[src/rtl/pll_reset_sequencer_pkg.sv]
// Shared definitions for the PLL reset sequencer: state encoding, 50 MHz
// default cycle constants and the counter-width helper.
package pll_reset_sequencer_pkg;

  typedef enum logic [2:0] {
    WAIT_LOCK   = 3'd0,
    STABLE      = 3'd1,
    SYS_HOLD    = 3'd2,
    SDRAM_PWRUP = 3'd3,
    RUN         = 3'd4
  } seq_state_e;

  localparam int DEF_SYNC_STAGES         = 2;
  localparam int DEF_LOCK_STABLE_CYCLES  = 1024;
  localparam int DEF_SYS_RST_HOLD_CYCLES = 16;
  localparam int DEF_SDRAM_PWRUP_CYCLES  = 10000;  // 200 us at 50 MHz

  // Width of the shared up-counter: it must hold (largest cycle count - 1).
  function automatic int cnt_width(input int a, input int b, input int c);
    int m;
    m = a;
    if (b > m) m = b;
    if (c > m) m = c;
    return ($clog2(m) < 1) ? 1 : $clog2(m);
  endfunction

endpackage

[src/rtl/pll_reset_sequencer_if.sv]
// Signal bundle between the reset sequencer and the SoC it controls.
interface pll_reset_sequencer_if;

  // No valid/ready handshake: pll_locked is a level, asynchronous to clk;
  // sw_rst_req is a one-cycle pulse, acted on only when the sequencer is in
  // RUN and lock is still present; all other signals are registered levels.
  logic       pll_locked;
  logic       sw_rst_req;
  logic       sys_rst_n;
  logic       sdram_rst_n;
  logic       sdram_pwrup_done;
  logic       lost_lock;
  logic [7:0] lock_loss_count;
  logic [2:0] state_o;

  modport master (
    output pll_locked, sw_rst_req,
    input  sys_rst_n, sdram_rst_n, sdram_pwrup_done, lost_lock,
           lock_loss_count, state_o
  );

  modport slave (
    input  pll_locked, sw_rst_req,
    output sys_rst_n, sdram_rst_n, sdram_pwrup_done, lost_lock,
           lock_loss_count, state_o
  );

endinterface

[src/rtl/pll_reset_sequencer_lock_sync.sv]
// N-flop synchronizer for the asynchronous PLL lock, with synchronous
// active-low clear.
module lock_sync #(
  parameter int STAGES = 2
) (
  input  logic clk,
  input  logic resetn,
  input  logic d,
  output logic q
);

  logic [STAGES-1:0] chain;

  always_ff @(posedge clk) begin
    if (!resetn) chain <= '0;
    else         chain <= {chain[STAGES-2:0], d};
  end

  assign q = chain[STAGES-1];

endmodule

[src/rtl/pll_reset_sequencer.sv]
// Qualifies PLL lock, then releases the system reset and, after the SDRAM
// power-up interval, the SDRAM controller reset. Lock loss restarts it all.
module pll_reset_sequencer
  import pll_reset_sequencer_pkg::*;
#(
  parameter int SYNC_STAGES         = DEF_SYNC_STAGES,
  parameter int LOCK_STABLE_CYCLES  = DEF_LOCK_STABLE_CYCLES,
  parameter int SYS_RST_HOLD_CYCLES = DEF_SYS_RST_HOLD_CYCLES,
  parameter int SDRAM_PWRUP_CYCLES  = DEF_SDRAM_PWRUP_CYCLES
) (
  input  logic                   clk,
  input  logic                   resetn,
  pll_reset_sequencer_if.slave   bus
);

  localparam int CNT_W = cnt_width(LOCK_STABLE_CYCLES, SYS_RST_HOLD_CYCLES,
                                   SDRAM_PWRUP_CYCLES);
  localparam logic [CNT_W-1:0] LOCK_LAST  = CNT_W'(LOCK_STABLE_CYCLES - 1);
  localparam logic [CNT_W-1:0] HOLD_LAST  = CNT_W'(SYS_RST_HOLD_CYCLES - 1);
  localparam logic [CNT_W-1:0] PWRUP_LAST = CNT_W'(SDRAM_PWRUP_CYCLES - 1);

  logic             lock_s;
  seq_state_e       state_q, state_d;
  logic [CNT_W-1:0] cnt_q, cnt_d;
  logic             loss_event;
  logic             run_loss;

  lock_sync #(.STAGES(SYNC_STAGES)) u_lock_sync (
    .clk    (clk),
    .resetn (resetn),
    .d      (bus.pll_locked),
    .q      (lock_s)
  );

  always_comb begin
    state_d    = state_q;
    cnt_d      = cnt_q + 1'b1;
    loss_event = 1'b0;
    run_loss   = 1'b0;
    // Any loss of lock outside WAIT_LOCK wins over every other condition.
    if (state_q != WAIT_LOCK && !lock_s) begin
      state_d    = WAIT_LOCK;
      loss_event = 1'b1;
      run_loss   = (state_q == RUN);
    end else begin
      case (state_q)
        WAIT_LOCK:   if (lock_s)             state_d = STABLE;
        STABLE:      if (cnt_q == LOCK_LAST)  state_d = SYS_HOLD;
        SYS_HOLD:    if (cnt_q == HOLD_LAST)  state_d = SDRAM_PWRUP;
        SDRAM_PWRUP: if (cnt_q == PWRUP_LAST) state_d = RUN;
        RUN:         if (bus.sw_rst_req)      state_d = SYS_HOLD;
        default:                              state_d = WAIT_LOCK;
      endcase
    end
    if (state_d != state_q || state_q == WAIT_LOCK || state_q == RUN)
      cnt_d = '0;
  end

  always_ff @(posedge clk) begin
    if (!resetn) begin
      state_q              <= WAIT_LOCK;
      cnt_q                <= '0;
      bus.sys_rst_n        <= 1'b0;
      bus.sdram_rst_n      <= 1'b0;
      bus.sdram_pwrup_done <= 1'b0;
      bus.lost_lock        <= 1'b0;
      bus.lock_loss_count  <= 8'd0;
    end else begin
      state_q              <= state_d;
      cnt_q                <= cnt_d;
      // Outputs decode the state being entered so they change with it.
      bus.sys_rst_n        <= (state_d == SDRAM_PWRUP) || (state_d == RUN);
      bus.sdram_rst_n      <= (state_d == RUN);
      bus.sdram_pwrup_done <= (state_d == RUN);
      if (run_loss) bus.lost_lock <= 1'b1;
      if (loss_event && bus.lock_loss_count != 8'hFF)
        bus.lock_loss_count <= bus.lock_loss_count + 8'd1;
    end
  end

  assign bus.state_o = state_q;

endmodule

[src/flat_wrapper.sv]
// flat-port wrapper written by rule: the top's interface ports become plain ports
module pll_reset_sequencer_flat import pll_reset_sequencer_pkg::*;
#(
  parameter int SYNC_STAGES         = DEF_SYNC_STAGES,
  parameter int LOCK_STABLE_CYCLES  = DEF_LOCK_STABLE_CYCLES,
  parameter int SYS_RST_HOLD_CYCLES = DEF_SYS_RST_HOLD_CYCLES,
  parameter int SDRAM_PWRUP_CYCLES  = DEF_SDRAM_PWRUP_CYCLES
)
  (clk, resetn, bus_pll_locked, bus_sw_rst_req, bus_sys_rst_n, bus_sdram_rst_n, bus_sdram_pwrup_done, bus_lost_lock, bus_lock_loss_count, bus_state_o);
  pll_reset_sequencer_if bus_i ();
  input  logic clk;
  input  logic resetn;
  input wire logic [$bits(bus_i.pll_locked)-1:0] bus_pll_locked;
  input wire logic [$bits(bus_i.sw_rst_req)-1:0] bus_sw_rst_req;
  output wire logic [$bits(bus_i.sys_rst_n)-1:0] bus_sys_rst_n;
  output wire logic [$bits(bus_i.sdram_rst_n)-1:0] bus_sdram_rst_n;
  output wire logic [$bits(bus_i.sdram_pwrup_done)-1:0] bus_sdram_pwrup_done;
  output wire logic [$bits(bus_i.lost_lock)-1:0] bus_lost_lock;
  output wire logic [$bits(bus_i.lock_loss_count)-1:0] bus_lock_loss_count;
  output wire logic [$bits(bus_i.state_o)-1:0] bus_state_o;
  assign bus_i.pll_locked = bus_pll_locked;
  assign bus_i.sw_rst_req = bus_sw_rst_req;
  assign bus_sys_rst_n = bus_i.sys_rst_n;
  assign bus_sdram_rst_n = bus_i.sdram_rst_n;
  assign bus_sdram_pwrup_done = bus_i.sdram_pwrup_done;
  assign bus_lost_lock = bus_i.lost_lock;
  assign bus_lock_loss_count = bus_i.lock_loss_count;
  assign bus_state_o = bus_i.state_o;
  pll_reset_sequencer #(.SYNC_STAGES(SYNC_STAGES), .LOCK_STABLE_CYCLES(LOCK_STABLE_CYCLES), .SYS_RST_HOLD_CYCLES(SYS_RST_HOLD_CYCLES), .SDRAM_PWRUP_CYCLES(SDRAM_PWRUP_CYCLES)) u_core (.clk(clk), .resetn(resetn), .bus(bus_i));
endmodule
[config.mk]
export PLATFORM = sky130hd
export DESIGN_NAME = pll_reset_sequencer_flat
export DESIGN_NICKNAME = d
export VERILOG_FILES = /design/src/rtl/pll_reset_sequencer_pkg.sv /design/src/rtl/pll_reset_sequencer_if.sv /design/src/rtl/pll_reset_sequencer_lock_sync.sv /design/src/rtl/pll_reset_sequencer.sv /design/src/flat_wrapper.sv
export SDC_FILE = /design/constraint.sdc
export NUM_CORES = 1
export LEC_CHECK = 0
export ABC_AREA = 1
export BUFFER_PORTS_ARGS = -buffer_cell sky130_fd_sc_hd__buf_2
export CORE_MARGIN = 10
export CORE_UTILIZATION = 56
export DETAILED_ROUTE_END_ITERATION = 6
export PLACE_DENSITY = 0.78
export SLEW_MARGIN = 20
export SYNTH_ARGS = -nofsm -noshare
export SYNTH_HDL_FRONTEND = slang
export SYNTH_HIERARCHICAL = 1
export SYNTH_SLANG_ARGS = --single-unit
[constraint.sdc]
create_clock -name clk -period 2 [get_ports clk]
set_clock_uncertainty 0.1 [all_clocks]
set_input_delay 0.3 -clock clk [delete_from_list [all_inputs] [get_ports clk]]
set_output_delay 0.3 -clock clk [all_outputs]
set_load 0.01 [all_outputs]
After elaboration in Yosys (flattened, before gate mapping)
Index checks and enable logic that the tools add are counted.
Storage, ports and cells
  output and inout port bits: 15
  register bits after elaboration: 30
Operators by class
  multiplexer cells: 9
  equal/unequal tests: 11
  reduce and logical (&&, ||, !) cells: 9
  bitwise gates (word level): 1
  add/subtract/negate cells: 2
Operators by type and width (number)
  $mux W3: 6
  $pmux W3 S5: 1
  $add A14 B1 Y14 const B: 1
  $eq A14 B10 Y1 const B: 1
  $eq A14 B14 Y1 const B: 1
  $eq A14 B4 Y1 const B: 1
  $eq A3 B2 Y1 const B: 3
  $add A8 B1 Y8 const B: 1
  $ne A8 B8 Y1 const B: 1
  $eq A3 B3 Y1 const B: 2
  $eq A3 B1 Y1 const B: 1
  $logic_not A3 Y1: 1
  $logic_or A1 B1 Y1: 3
  $ne A3 B3 Y1: 1
  $reduce_bool A3 Y1: 1
  $logic_and A1 B1 Y1: 2
  $mux W1: 2
  $reduce_or A2 Y1: 1
  $logic_not A1 Y1: 1
  $not A1 Y1: 1

Longest topological paths before layout
Gate-level depths: netlist of run 1.
  depth after elaboration: 8
  gate-level depth with buffers: 15
  mapped depth without buffers: 14

Cells and area by module
Netlist of run 1, hierarchy kept.
By module, submodules not included
  pll_reset_sequencer: cells an instance 204, area each 1482.7 um^2, times used 1
  lock_sync: cells an instance 6, area each 55.1 um^2, times used 1

Worst setup path before layout of run 1
OpenSTA, ideal clock, no wires.
  kind: flip-flop to flip-flop
  start: register u_core.cnt_q[0]
  end: register u_core.cnt_q[13]
  path slack: 0.207 ns
  period minus slack after synthesis: 1.793 ns
  arrival time: 1.577 ns
  required time: 1.784 ns
  path buffers: 1
  library setup time: 0.116 ns
  stages on the path, launching flop included: 14
  path through: dfxtp_1 > ha_1 > nand3_4 > nor2_4 > nand2_1 > nand2_1 > nand2_1 > o21ai_1 > nand2_1 > nand2_1 > inv_1 > nand2_4 > buf_6 > nor2_2
Between the ends
  cells in the longest elaborated chain, start to end: 8
RTL lines
  start, declared: RTL line pll_reset_sequencer.sv:24  | logic [CNT_W-1:0] cnt_q, cnt_d;
  start signal, assigned: RTL line pll_reset_sequencer.sv:70  | cnt_q <= cnt_d;
  $eq A14 B14 Y1 (tied with other cells): RTL line pll_reset_sequencer.sv:50  | SDRAM_PWRUP: if (cnt_q == PWRUP_LAST) state_d = RUN;
  $mux W3, on equally long branches: RTL line pll_reset_sequencer.sv:50, pll_reset_sequencer.sv:48, pll_reset_sequencer.sv:49
  $pmux W3 S5: RTL line pll_reset_sequencer.sv:46  | case (state_q)
  $mux W3: RTL line pll_reset_sequencer.sv:41  | if (state_q != WAIT_LOCK && !lock_s) begin
  $ne A3 B3 Y1: RTL line pll_reset_sequencer.sv:55  | if (state_d != state_q || state_q == WAIT_LOCK || state_q == RUN)
  $logic_or A1 B1 Y1 (2 in a row): RTL line pll_reset_sequencer.sv:55
  $reduce_or A2 Y1 (no line)
Several ways; a longest one is shown, not always the timed one.
A chain may end at the register's enable or synchronous reset.

Worst setup path in the final report of run 1
  start: register u_core/bus.lock_loss_count[0] (netlist name)
  end: register u_core/bus.lock_loss_count[5] (netlist name)
Between the ends
  cells in the longest elaborated chain, start to end: 2
RTL lines
  start, declared: RTL line pll_reset_sequencer_if.sv:25  | lock_loss_count, state_o
  start signal, assigned: RTL line pll_reset_sequencer.sv:77  | bus.lock_loss_count <= bus.lock_loss_count + 8'd1;
  branches (longest 2 deep; another with $add A8 B1 Y8)
Several ways; the timed one is not identified.

==> results of run 1 <==
==> flip-flops by register name (all words and copies together), names as in the netlist <==
register	cells
u_core/bus.lock_loss_count	8
u_core/bus.sys_rst_n	1
u_core/cnt_q	14
u_core/bus.state_o	3
u_core/u_lock_sync/chain	2
u_core/bus.lost_lock	1
u_core/bus.sdram_pwrup_done	1
==> kinds of logic after synthesis <==
logic type | after synthesis | share of synthesized area [%]
and+or+nand+nor | 111 | 35.6
buffers and inverters | 37 | 9.76
DFF | 30 | 39.1
AOI/OAI and AO/OA | 16 | 5.94
xor gates and xnor gates | 14 | 7.97
adders and majority gates | 2 | 1.63
==> area by class of cell <==
cell class / count / area [um^2]
sequential: 30 / 601
fill: 232 / 821
timing repair buffer: 20 / 105
clock buffer: 7 / 45.0
multi-input combinational: 143 / 805
inverter: 35 / 131
tap: 30 / 37.5
==> cells in the mapped netlist (2+ instances only) <==
master	n	area, um^2
nor4_1	3	18.8
ha_1	2	25.0
dfxtp_1	30	601
a21oi_1	7	35.0
nor2_2	10	62.6
xor2_1	11	96.3
o21ai_0	7	35.0
nand2_1	41	154
nor2_4	4	45.0
nor2_1	26	97.6
nand3_1	14	70.1
nand2_2	3	18.8
inv_2	2	7.51
nand3_2	2	20.0
xnor2_1	3	26.3
nor3_1	4	20.0
inv_1	32	120
==> metal layers <==
| metal | routed length (um) | GRT usage (%) | vias to the layer above |
|---|---|---|---|
| met1 | 1430 | 14.5 | 569 |
| met5 | 0 | 0 | - |
| li1 | - | - | 701 |
| met4 | 18 | 4.43 | 0 |
| met3 | 165 | 6.39 | 2 |
| met2 | 1390 | 17.5 | 26 |
==> stage by stage <==
step,util (%),hold WS [ps]
global placement,65.3,297
CTS,67.1,32.6
detailed placement,65.3,321
global route,67.7,44.1
finish,67.7,50.1
floorplan,-,290
==> layout by cell type, fill, tap and decap left out, types with 3 or more instances in the layout <==
cell and instances:
nand2_1 41, inv_1 32, dfxtp_1 30, nor2_1 26, buf_2 18, nand3_1 14
xor2_1 11, nor2_2 10, a21oi_1 7, o21ai_0 7, clkbuf_4 5, nor2_4 4
nor3_1 4, nand2_2 3, xnor2_1 3
==> where the power goes <==
part / total, mW / switching, mW / internal [mW]
Clock: 0.327 / 0.195 / 0.132
Combinational: 0.0582 / 0.0384 / 0.0198
Sequential: 0.608 / 0.00486 / 0.603
==> worst paths after layout <==
check / cells after the start / to / start / slack (ps)
max: 8 / u_core/bus.lock_loss_count[5] / u_core/bus.lock_loss_count[0] / 150
min: 3 / u_core/u_lock_sync/chain[0] / bus_pll_locked / 50
max reg2reg: 8 / u_core/bus.lock_loss_count[5] / u_core/bus.lock_loss_count[0] / 150
min reg2reg: 2 / u_core/u_lock_sync/chain[1] / u_core/u_lock_sync/chain[0] / 340
==> critical path, stage by stage (launching register included) <==
cell and delay [ps]:
dfxtp_1 350, ha_1 250, inv_1 80, nor4_2 50, a21oi_1 390, nand2_1 190
o21ai_0 180, nand2_1 60, nor2_1 110
==> summary.md, run 1 <==
| Metric | Value |
|---|---|
| Status | finished clean |
| Area of the mapped netlist | 0.00154 mm^2 |
| Final Wtd Congestion | 0.834 |
| Root Driver | clkbuf_4 |
| Critical Path End Type | flip-flop |
| Setup crit start kind | flip-flop |
| Setup TNS | 0 ps |
| PortBufs | 18 |
| CTS clk-pin slew, worst paths | 90 ps |
| Fin cells | around 270 |
| Die area | 0.00524 mm^2 |
| Pre-CTS setup slack | 124 ps |
| CTS resizes | 0 |
| Iteration-0 DRC Markers | a little over 100 |
| Hold buffer count at cts | 0 |
| Die span in x | about 72 um |
| Placed standard-cell area | approximately 0.0017 mm^2 |
| Sequential-to-total area share from yosys stat | between 30% and 40% |
| EDFF count, synth | 0 |
| Top Ports | 19 |
| DP HPWL | 2.27 mm |
| CTS sink count | 30 |
| Antenna violations before repair | 0 |
| Worst Path Arrival | 2000 ps |
| Post-CTS setup buffer count | 0 |
| Tot Pwr | between 0.9 and 1 mW |
| Initial core utilization | 60.4% |
| Final slew viol count | 0 |
| Syn Area/Cell | 7.32 um^2 |
| Site Rows | 18 |
| Die Span Y | 72.4 um |
| Max Root-Sink Buffers | 2 |
| Static Leak | 0.740 nW |
| Warnings, synthesis | 6 |
| Vias in the first global route | around 1100 |
| Final nets | between 200 and 250 |
| # DRC | 0 |
| MaxCap Viol Count | 0 |
| Largest net degree at the start of global routing | 15 |
| CTS tree | done |
| Post-synth ARST share | 0% |
| Final WL | approximately 3.0 mm |
| Top FF cell, synth | dfxtp_1 |
| Max-slew headroom | 68.3% |
| P per Cell Area | roughly 580 mW/mm^2 |
| First-pass GRT wire length | 5.00 mm |
| Crit path required time | 2140 ps |
| Clock Latency Late Sink | 320 ps |
| H-tree Lvls | 2 |
| Placed cell count | 258 |
| Share of layout cells above drive strength 1 | 21.7% |
| Final number of setup-violating endpoints | 0 |
| Final period utilization | 92.6% |
| Crit-path max FO | 6 |
| Final-report hold violation count | 0 |
| Syn_nets | ~220 |
| Seq cells post-synth | 30 |
| Post-route setup slack | 149 ps |
| Gr usage total | 12.0% |
| Num CTS Buffers | 5 |
| DR vias | approximately 1300 |
| Design area | 0.00172 mm^2 |
| Antenna-violating nets left | 0 |
| HP Class | in -> reg |
| Crit Path Class | reg -> reg |
| Wire per inst | 11.3 um |
| Maximum VDD drop | roughly 560 uV |
| Max frequency | 540 MHz |
| Fin crit period | 1850 ps |
| Placeable Area | 0.00254 mm^2 |
| Worst Tran Pin Value | 476 ps |
| Antenna Diode Count | 0 |
| Layout area overhead | 12.1% |
| GRT overflow | 0 |
| Synth unique cells | 26 |
| Via density | between 4 and 5 |
| Cells after synthesis | 210 |
| DR pass1 iterations | 4 |
| RSZ-0062 raised after global routing | no |
No activity file was read; power rests on OpenSTA's default activity.
==> run 2, diff against run 1 <==
- ABC_AREA: 1 -> default
- CORE_UTILIZATION: 56 -> 55
==> summary.md, run 2 <==
| Metric | Value |
|---|---|
| Iteration-0 DRC Markers | 121 |
| Wire per inst | 14.3 um |
| Antenna Diode Count | 0 |
| Final nets | 198 |
| Failing checks | setup timing |
| Die Span Y | 70.0 um |
| Synth top area cells | dfxtp_1 (44%), xnor2_1 (7.6%), nor2_1 (5.7%) |
| Clock Latency Late Sink | 320 ps |
| Top reg by flops | u_core/cnt_q |
| DP HPWL | 2.32 mm |
| Layout area overhead | 25.0% |
| P per Cell Area | 574 mW/mm^2 |
| Sequential-to-total area share from yosys stat | 43.6% |
| Setup crit start kind | flip-flop |
| Die area | roughly 0.0049 mm^2 |
| Reg2reg end | u_core/bus.sys_rst_n |
| RSZ-0062 raised after global routing | yes |
| Tot Pwr | 0.988 mW |
| Gr usage total | 13.0% |
| Top-count cell post-synth | dfxtp_1 |
| Max frequency | roughly 490 MHz |
| # DRC | 0 |
| Synth top cells by count | dfxtp_1 (30), nor2_1 (21), xnor2_1 (12) |
| Register-to-Register Path Depth | 5 |
| HP Class | in -> reg |
| Setup crit start | u_core/cnt_q[7] |
| Share of layout cells above drive strength 1 | a little under a third |
| Post-route setup slack | -45.4 ps |
| Maximum VDD drop | around 650 uV |
| Post-CTS setup buffer count | 0 |
| Warnings, synthesis | 6 |
| Final-report hold violation count | 0 |
| EDFF count, synth | 0 |
| Status | finished, violations left |
| Top Ports | 19 |
| Root Driver | clkbuf_4 |
| Critical Path End Type | flip-flop |
| First-pass GRT wire length | 5.39 mm |
| Setup crit end | u_core/bus.sys_rst_n |
| Antenna-violating nets left | 0 |
| Final WL | 3.16 mm |
| Final core occ | between 70% and 80% |
| GRT overflow | 0 |
| Cells after synthesis | between 150 and 200 |
| Post-synth ARST share | 0% |
| DR pass1 iterations | 4 |
| Commonest cells after routing, fill and taps aside | dfxtp_1 (28), buf_2 (18), nor2_1 (15), buf_4 (15), xnor2_1 (12) |
| Most common cell after layout, fill and taps aside | dfxtp_1 |
| WHS | between 70 and 80 ps |
| Top FF cell, synth | dfxtp_1 |
| Seq cells post-synth | 30 |
| Final slew viol count | 0 |
| Final number of setup-violating endpoints | 9 |
| CTS sink count | 30 |
| Die span in x | 70.0 um |
| H-tree Lvls | 2 |
| Reg2Reg Launch Point | u_core/cnt_q[7] |
| Initial core utilization | a little under three fifths |
| MaxCap Viol Count | 0 |
| Syn Area/Cell | 9.06 um^2 |
| Site Rows | 18 |
| Crit path required time | 2120 ps |
| Worst Path Arrival | between 2000 and 2500 ps |
| Crit Path Class | reg -> reg |
| Fin crit period | around 2000 ps |
| Final period utilization | 102% |
| Max-slew headroom | between 70% and 80% |
| Placeable Area | 0.00243 mm^2 |
| Setup TNS | -161 ps |
| CTS clk-pin slew, worst paths | 90 ps |
| Static Leak | approximately 0.7 nW |
| CTS tree | done |
| Synth unique cells | 34 |
| Max reg flops | 14 |
| Fillers | ~200 |
| Pre-CTS setup slack | -62.4 ps |
| Final Wtd Congestion | between 0.9 and 1 |
| Worst R2R Setup Slack | -50 ps |
| Hold buffer count at cts | 0 |
| Num CTS Buffers | 5 |
| Worst Tran Pin Value | 382 ps |
| Crit-path max FO | 3 |
| PortBufs | 18 |
| Antenna violations before repair | 0 |
| Area of the mapped netlist | 0.00138 mm^2 |
| Largest net degree at the start of global routing | 14 |
| Yosys top cell area share | 43.6% |
| Via density | about 5.5 |
| Synth area leader | dfxtp_1 |
| Max Root-Sink Buffers | 2 |
| Syn_nets | between 150 and 200 |
| DR vias | 1225 |
| Vias in the first global route | ~1300 |
run 2: critical path, cell delays in order, from the launching register on:
cell      delay [ps]
dfxtp_2          330
or4_4            530
or4_4            470
o32a_1           320
o21bai_2         130
o21bai_1          70
run 2: logic make-up after synthesis:
group | Yosys count | share of synthesized area, %
AND/OR/NAND/NOR | 78 | 30.8
flip-flops | 30 | 43.6
XOR/XNOR | 18 | 11.4
AO/OA/AOI/OAI | 14 | 8.45
buffers and inverters | 8 | 2.45
adder cells (fa/ha/maj) | 3 | 2.54
multiplexers | 1 | 0.727
run 2: where the power goes:
part           switching (mW)  leakage [nW]  internal [mW]  total (mW)
combinational          0.0186         0.417         0.0163      0.0349
clock                   0.188        0.0302          0.158       0.346
sequential            0.00554         0.243          0.601       0.607
total                   0.212         0.690          0.776       0.988
run 2: cell type report:
type / instances / area [um^2] / share of cell area, %
clock buffers: 6 / 51.3 / 2.98
inverters: 6 / 22.5 / 1.31
multi-input cells: 114 / 782 / 45.4
flip-flops and latches: 30 / 603 / 35.0
well taps: 30 / 37.5 / 2.18
repair buffers: 35 / 225 / 13.1
run 2: per-stage QoR:
step                std cells  instance area, um^2
floorplan                 152                 1380
global placement          215                 1620
detailed placement        215                 1620
CTS                       221                 1690
global route              221                 1720
finish                    221                 1720
run 2: what timing repair did:
item | in CTS | in global routing
endpoints found under the setup margin | 9 | 16
pin swaps | 1 | 4
hold endpoints to repair | 0 | 0
resized for setup | 2 | 10
run 2: layer usage:
| metal | share of wire [%] | up-vias | routed length, um | track usage (%) |
|---|---|---|---|---|
| li1 | - | 601 | - | - |
| met1 | 41 | 585 | 1290 | 12.4 |
| met2 | 53 | 30 | 1680 | 24.0 |
| met3 | 4.2 | 9 | 133 | 4.52 |
| met4 | 1.8 | 0 | 56 | 6.80 |
| met5 | 0 | - | 0 | 0 |
run 2: worst min-delay path by stage:
stage / start / endpoint / slack [ps] / depth (start not counted)
after floorplan: u_core/u_lock_sync/chain[0] / u_core/u_lock_sync/chain[1] / 310 / 1
after detailed placement: u_core/u_lock_sync/chain[0] / u_core/u_lock_sync/chain[1] / 330 / 1
final: bus_pll_locked / u_core/u_lock_sync/chain[0] / 70 / 2
after global routing: bus_pll_locked / u_core/u_lock_sync/chain[0] / 80 / 2
after CTS: bus_pll_locked / u_core/u_lock_sync/chain[0] / 70 / 2
after global placement: u_core/u_lock_sync/chain[0] / u_core/u_lock_sync/chain[1] / 320 / 1
